File: src/rtl/axi_burst_traffic_gen_pkg.sv
// Shared types and helpers for the AXI burst traffic generator.
// Optional read-data checking is enabled by defining AXI_TRAFFIC_RDCHECK_EN.
package axi_burst_traffic_gen_pkg;

  typedef enum logic [2:0] {
    ST_IDLE = 3'd0,
    ST_AW   = 3'd1,
    ST_W    = 3'd2,
    ST_B    = 3'd3,
    ST_AR   = 3'd4,
    ST_R    = 3'd5
  } state_e;

  localparam int DEF_ADDR_WIDTH = 25;
  localparam int DEF_DATA_WIDTH = 32;
  localparam int DEF_DATA_LEVEL = 2;
  localparam int DEF_WBURST_LEN = 8;
  localparam int DEF_RBURST_LEN = 8;

  // Encoded AXI length fields for the default burst lengths.
  localparam logic [7:0] AWLEN_C = 8'(DEF_WBURST_LEN - 1);
  localparam logic [7:0] ARLEN_C = 8'(DEF_RBURST_LEN - 1);

  // Start address of burst k in beat units; callers truncate to their width.
  function automatic logic [31:0] burst_base(input logic [31:0] k, input logic [31:0] len);
    return k * len;
  endfunction

endpackage

File: src/rtl/axi_traffic_rd_checker.sv
// Read-data checker: tracks burst/beat position, compares each read beat
// against the incrementing pattern, keeps a sticky error flag and pulses
// done when the final read burst of a program completes.
module axi_traffic_rd_checker
  import axi_burst_traffic_gen_pkg::*;
#(
  parameter int DATA_WIDTH = DEF_DATA_WIDTH,
  parameter int DATA_LEVEL = DEF_DATA_LEVEL,
  parameter int RBURST_LEN = DEF_RBURST_LEN
) (
  input  logic                  i_clk,
  input  logic                  i_rst,
  input  logic                  i_clear,
  input  logic                  i_beat,
  input  logic                  i_last,
  input  logic [DATA_WIDTH-1:0] i_rdata,
  output logic                  o_rd_err,
  output logic                  o_rd_done
);

  localparam int KW = (DATA_LEVEL > 1) ? $clog2(DATA_LEVEL) : 1;
  localparam logic [KW-1:0] K_LAST = KW'(DATA_LEVEL - 1);

  logic [KW-1:0]         r_k;
  logic [8:0]            r_beat;
  logic [DATA_WIDTH-1:0] w_exp;

  assign w_exp = DATA_WIDTH'(burst_base(32'(r_k), 32'(RBURST_LEN)) + 32'(r_beat));

  // Position tracking, sticky mismatch flag and end-of-program pulse.
  always_ff @(posedge i_clk) begin
    if (i_rst) begin
      r_k       <= '0;
      r_beat    <= '0;
      o_rd_err  <= 1'b0;
      o_rd_done <= 1'b0;
    end else begin
      o_rd_done <= 1'b0;
      if (i_clear) begin
        r_k    <= '0;
        r_beat <= '0;
      end else if (i_beat) begin
        if (i_rdata != w_exp) o_rd_err <= 1'b1;
        if (i_last) begin
          r_beat <= '0;
          if (r_k == K_LAST) begin
            r_k       <= '0;
            o_rd_done <= 1'b1;
          end else begin
            r_k <= r_k + 1'b1;
          end
        end else begin
          r_beat <= r_beat + 1'b1;
        end
      end
    end
  end

endmodule

File: src/rtl/axi_burst_traffic_gen.sv
// AXI4-style burst traffic generator: on a trigger edge (with init done),
// issues DATA_LEVEL incrementing-data write bursts, then DATA_LEVEL read
// bursts over the same addresses. Define AXI_TRAFFIC_RDCHECK_EN to add
// read-data checking with o_rd_err / o_rd_done outputs.
//
// state   | meaning
// IDLE    | waiting for a qualified trigger edge
// AW      | presenting write address for burst k
// W       | streaming write beats of burst k
// B       | accepting write response for burst k
// AR      | presenting read address for burst k
// R       | accepting read beats until rlast
module axi_burst_traffic_gen
  import axi_burst_traffic_gen_pkg::*;
#(
  parameter int ADDR_WIDTH = DEF_ADDR_WIDTH,
  parameter int DATA_WIDTH = DEF_DATA_WIDTH,
  parameter int DATA_LEVEL = DEF_DATA_LEVEL,
  parameter int WBURST_LEN = DEF_WBURST_LEN,
  parameter int RBURST_LEN = DEF_RBURST_LEN
) (
  input  logic                  i_clk,
  input  logic                  i_rst,
  input  logic                  i_w_trig,
  input  logic                  i_init_end,
  output logic                  o_awvalid,
  input  logic                  i_awready,
  output logic [ADDR_WIDTH-1:0] o_awaddr,
  output logic [7:0]            o_awlen,
  output logic                  o_wvalid,
  input  logic                  i_wready,
  output logic                  o_wlast,
  output logic [DATA_WIDTH-1:0] o_wdata,
  input  logic                  i_bvalid,
  output logic                  o_bready,
  output logic                  o_arvalid,
  input  logic                  i_arready,
  output logic [ADDR_WIDTH-1:0] o_araddr,
  output logic [7:0]            o_arlen,
  input  logic                  i_rvalid,
  output logic                  o_rready,
  input  logic                  i_rlast,
  input  logic [DATA_WIDTH-1:0] i_rdata
`ifdef AXI_TRAFFIC_RDCHECK_EN
  ,
  output logic                  o_rd_err,
  output logic                  o_rd_done
`endif
);

  localparam int KW = (DATA_LEVEL > 1) ? $clog2(DATA_LEVEL) : 1;
  localparam logic [KW-1:0] K_LAST     = KW'(DATA_LEVEL - 1);
  localparam logic [8:0]    WBEAT_LAST = 9'(WBURST_LEN - 1);

  state_e        r_state;
  state_e        w_next;
  logic [KW-1:0] r_k;
  logic [8:0]    r_beat;
  logic          r_trig_q;

  logic        w_go;
  logic        w_w_hs;
  logic        w_rlast_hs;
  logic        w_k_last;
  logic        w_wbeat_last;
  logic [31:0] w_waddr;
  logic [31:0] w_raddr;

  assign w_go         = (r_state == ST_IDLE) & i_w_trig & ~r_trig_q & i_init_end;
  assign w_w_hs       = (r_state == ST_W) & i_wready;
  assign w_rlast_hs   = (r_state == ST_R) & i_rvalid & i_rlast;
  assign w_k_last     = (r_k == K_LAST);
  assign w_wbeat_last = (r_beat == WBEAT_LAST);

  assign w_waddr  = burst_base(32'(r_k), 32'(WBURST_LEN));
  assign w_raddr  = burst_base(32'(r_k), 32'(RBURST_LEN));
  assign o_awaddr = ADDR_WIDTH'(w_waddr);
  assign o_araddr = ADDR_WIDTH'(w_raddr);
  assign o_wdata  = DATA_WIDTH'(w_waddr + 32'(r_beat));
  assign o_awlen  = 8'(WBURST_LEN - 1);
  assign o_arlen  = 8'(RBURST_LEN - 1);

  // Trigger history for rising-edge detection.
  always_ff @(posedge i_clk) begin
    if (i_rst) r_trig_q <= 1'b0;
    else       r_trig_q <= i_w_trig;
  end

  // State register.
  always_ff @(posedge i_clk) begin
    if (i_rst) r_state <= ST_IDLE;
    else       r_state <= w_next;
  end

  // Next-state decode.
  always_comb begin
    w_next = r_state;
    unique case (r_state)
      ST_IDLE: if (w_go)             w_next = ST_AW;
      ST_AW:   if (i_awready)        w_next = ST_W;
      ST_W:    if (i_wready && w_wbeat_last) w_next = ST_B;
      ST_B:    if (i_bvalid)         w_next = w_k_last ? ST_AR : ST_AW;
      ST_AR:   if (i_arready)        w_next = ST_R;
      ST_R:    if (w_rlast_hs)       w_next = w_k_last ? ST_IDLE : ST_AR;
      default:                       w_next = ST_IDLE;
    endcase
  end

  // Burst index k and write beat index; k wraps to 0 after the last write
  // and last read burst so both phases start at burst 0.
  always_ff @(posedge i_clk) begin
    if (i_rst) begin
      r_k    <= '0;
      r_beat <= '0;
    end else begin
      unique case (r_state)
        ST_IDLE: if (w_go) begin
          r_k    <= '0;
          r_beat <= '0;
        end
        ST_W: if (w_w_hs) r_beat <= w_wbeat_last ? 9'd0 : r_beat + 9'd1;
        ST_B: if (i_bvalid) r_k <= w_k_last ? '0 : r_k + 1'b1;
        ST_R: if (w_rlast_hs) r_k <= w_k_last ? '0 : r_k + 1'b1;
        default: ;
      endcase
    end
  end

  // Handshake outputs decoded from state.
  always_comb begin
    o_awvalid = 1'b0;
    o_wvalid  = 1'b0;
    o_wlast   = 1'b0;
    o_bready  = 1'b0;
    o_arvalid = 1'b0;
    o_rready  = 1'b0;
    unique case (r_state)
      ST_AW: o_awvalid = 1'b1;
      ST_W: begin
        o_wvalid = 1'b1;
        o_wlast  = w_wbeat_last;
      end
      ST_B:  o_bready  = 1'b1;
      ST_AR: o_arvalid = 1'b1;
      ST_R:  o_rready  = 1'b1;
      default: ;
    endcase
  end

`ifdef AXI_TRAFFIC_RDCHECK_EN
  axi_traffic_rd_checker #(
    .DATA_WIDTH (DATA_WIDTH),
    .DATA_LEVEL (DATA_LEVEL),
    .RBURST_LEN (RBURST_LEN)
  ) u_rd_checker (
    .i_clk     (i_clk),
    .i_rst     (i_rst),
    .i_clear   (w_go),
    .i_beat    ((r_state == ST_R) & i_rvalid),
    .i_last    (i_rlast),
    .i_rdata   (i_rdata),
    .o_rd_err  (o_rd_err),
    .o_rd_done (o_rd_done)
  );
`else
  logic w_rdata_unused;
  assign w_rdata_unused = ^i_rdata;
`endif

endmodule

File: config.mk
export PLATFORM = sky130hd
export DESIGN_NAME = axi_burst_traffic_gen
export DESIGN_NICKNAME = d
export VERILOG_FILES = /design/src/rtl/axi_burst_traffic_gen_pkg.sv /design/src/rtl/axi_traffic_rd_checker.sv /design/src/rtl/axi_burst_traffic_gen.sv
export SDC_FILE = /design/constraint.sdc
export NUM_CORES = 1
export LEC_CHECK = 0
export CAP_MARGIN = 20
export CORE_ASPECT_RATIO = 1.2
export CORE_MARGIN = 10
export CORE_UTILIZATION = 34
export CTS_BUF_LIST = sky130_fd_sc_hd__clkbuf_16
export DETAILED_ROUTE_END_ITERATION = 7
export PLACE_DENSITY = 0.83
export REMOVE_ABC_BUFFERS = 1
export SLEW_MARGIN = 10
export SYNTH_ARGS = -nofsm -noshare
export SYNTH_HDL_FRONTEND = slang
export SYNTH_SLANG_ARGS = --single-unit
File: constraint.sdc
create_clock -name i_clk -period 2.8 [get_ports i_clk]
set_input_delay 0.56 -clock i_clk [delete_from_list [all_inputs] [get_ports i_clk]]
set_output_delay 0.56 -clock i_clk [all_outputs]
set_load 0.02 [all_outputs]
==> results.sh <==
export IMPL_status="finished, final reports clean"
export IMPL_wire_per_inst_um=12.7
export IMPL_vdd_drop_max_uv=440
export IMPL_power_uw=857
export IMPL_finalClockSkew_ns=0.000508
export IMPL_worst_slew_pin_transition_ns=0.609
export IMPL_setup_violations=0
export IMPL_async_reset_ff_share_pct=0
export IMPL_diodes=0
export IMPL_viasPerCell=4.17
export IMPL_clk_pin_slew_ns=0.04
export IMPL_gp_congestion=0.847
export IMPL_antenna_left=0
export IMPL_fin_crit_sh_pct=92.8
export IMPL_hold_violations=0
export IMPL_grt_total_usage_pct=8.40
export IMPL_postSynthCellCount=210
export IMPL_drive_gt1_share_pct=4.37
export IMPL_cts_setup_buffers=0
export IMPL_maxCapViolations=0
export IMPL_use_met1_pct=8.59
export IMPL_slowest_delay_ns=0.62
export IMPL_synthesis_area_sq_um=1620
export IMPL_cts_tree="yes"
export IMPL_drt_iter0_drc=37
export IMPL_drv_slew=0
export IMPL_final_common_cell="conb_1"
export IMPL_avgSynthCellArea_sq_um=7.72
export IMPL_firstDrtPassIters=4
export IMPL_clkLatencyLatePin_ns=0.24
export IMPL_cp_required_ns=2.24
export IMPL_synth_cell_types=42
export IMPL_grt_overflow_total=0
export IMPL_start_kind="flop"
export IMPL_core_area_sq_um=4590
export IMPL_slowest_stage="clkdlybuf4s50_1"
export IMPL_ys_flop_type="dfxtp_1"
export IMPL_min_period_ns=2.60
export IMPL_endpoint_kind="primary output"
export IMPL_vias=1197
export IMPL_die_y_um=95.7
export IMPL_final_cell_area_sq_um=1680
export IMPL_cts_htree_levels=1
export IMPL_io_pins=146
export IMPL_synth_edf_count=0
export IMPL_use_met2_pct=13.9
export IMPL_port_buffers=27
export IMPL_ys_seq_area_share_pct=17.3
export IMPL_path_common_cell="ha_1"
export IMPL_nNetsFinal=276
export IMPL_met3_usage_pct=5.29
export IMPL_ys_seq_elements=14
export IMPL_dpl_cell_area_sq_um=1590
export IMPL_yosys_warnings=0
export IMPL_drc_errors=0
export IMPL_preCtsSetupSlack_ns=0.226
export IMPL_rows=27
export IMPL_grt_busiest_layer="met2"
export IMPL_die_width_um=83.0
export IMPL_fin_util_pct=36.6
export IMPL_grt_pass1_vias=1273
export IMPL_hpwl_um=3030
export IMPL_path_class="reg2out"
export IMPL_cts_buffers=3
export IMPL_cp_cell_sequence="ha_1, ha_1, nand3_1, xnor2_1, clkdlybuf4s50_1"
export IMPL_grt_pass1_wl_um=5690
export IMPL_leakagePower_uw=0.000752
export IMPL_fin_tns_setup_ns=0
export IMPL_clockBufferDepth=2
export IMPL_max_slew_margin_pct=59.4
export IMPL_die_area_sq_um=7940
export IMPL_p_per_area_nw_per_um2=509
export IMPL_clockRootBuffer="clkbuf_16"
export IMPL_wl_um=3630
export IMPL_rsz0062_at_grt="no"
export IMPL_fin_ws_ns=0.203
export IMPL_area_growth_pct=3.78
export IMPL_cts_sinks=14
export IMPL_hold_class="reg2reg"
export IMPL_grt_max_degree=17
export IMPL_arrival_ns=2.04
export IMPL_start_util_pct=35.3
export IMPL_crit_fanout=9
export IMPL_max_clock_freq_mhz=385
export IMPL_final_cell_mix="86 x conb_1, 26 x clkdlybuf4s50_1, 14 x dfxtp_1"
export IMPL_grt_antenna_before_repair=0
[power breakdown]
part           switching (uW)  total (uW)  leakage (uW)  internal (uW)
logic                     238         351      0.000602            113
clock network            78.2         265     0.0000370            186
registers                24.5         241      0.000114            217
total                     341         857      0.000752            516
[per-layer routing]
metal | routed length (um) | share of wire [%]
met2 | 1620 | 45
met4 | 51 | 1.4
met3 | 435 | 12
met5 | 0 | 0
met1 | 1520 | 42
[kinds of logic after synthesis]
| kind of cell | count (synthesis) | synth area share, % |
|---|---|---|
| AO/OA/AOI/OAI | 27 | 11.3 |
| XOR/XNOR | 9 | 4.86 |
| adder cells (fa/ha/maj) | 3 | 2.32 |
| buffers and inverters | 101 | 44.6 |
| flip-flops | 14 | 17.3 |
| multiplexers | 1 | 0.694 |
| other | 2 | 0.463 |
| AND/OR/NAND/NOR | 53 | 18.5 |
[sequential cells by signal (all words and copies together), names as in the netlist]
| register | cells |
|---|---|
| r_beat | 9 |
| r_state | 3 |
| r_k | 1 |
| r_trig_q | 1 |
[cells in the mapped netlist, types with 3 or more instances]
library cell | instances | area share (%)
a211oi_1 | 3 | 1.4
a21oi_1 | 7 | 2.2
buf_4 | 91 | 42
clkbuf_1 | 5 | 1.2
dfxtp_1 | 14 | 17
ha_1 | 3 | 2.3
inv_1 | 3 | 0.69
nand2_1 | 9 | 2.1
nand3_1 | 5 | 1.5
nor2_1 | 9 | 2.1
nor2b_1 | 3 | 1.2
nor3_1 | 9 | 2.8
o21ai_0 | 4 | 1.2
xnor2_1 | 6 | 3.2
xor2_1 | 3 | 1.6
[what timing repair did]
action                     in CTS  in global routing
setup endpoints to repair       1                  1
resized for setup               1                  2
hold buffers                    0                  0
hold endpoints to repair        0                  0
[critical path, delay by kind of cell, from the launching register on]
family                   cells  cell delay [ns]
XOR/XNOR                     1             0.16
adder cells (fa/ha/maj)      2             0.40
buffers and inverters        1             0.62
flip-flops                   1             0.50
AND/OR/NAND/NOR              1             0.12
[layout make-up]
type | count | area [sq um]
well taps | 58 | 72.6
clock buffers | 3 | 75.1
flip-flops and latches | 14 | 280
repair buffers | 30 | 295
multi-input cells | 179 | 948
fillers | 509 | 2910
inverters | 3 | 11.3
[metrics by stage]
stage	hold WS, ns	instances
finish	0.496	287
global placement	0.483	284
global route	0.530	287
floorplan	0.505	196
detailed placement	0.492	284
CTS	0.501	287
[path summary, 6_finish.rpt]
| path | startpoint | end | slack (ns) | cells past startpoint |
|---|---|---|---|---|
| worst min register to register | r_beat[1]$_SDFFE_PP0P_ | r_beat[1]$_SDFFE_PP0P_ | 0.50 | 2 |
| worst min-delay path | r_beat[1]$_SDFFE_PP0P_ | r_beat[1]$_SDFFE_PP0P_ | 0.50 | 2 |
| worst max-delay path | r_k$_SDFFE_PP0P_ | o_wdata[7] | 0.20 | 5 |
| worst max register to register | r_beat[0]$_SDFFE_PP0P_ | r_beat[3]$_SDFFE_PP0P_ | 0.89 | 5 |
Note: power is estimated with default switching activity, not from simulation.
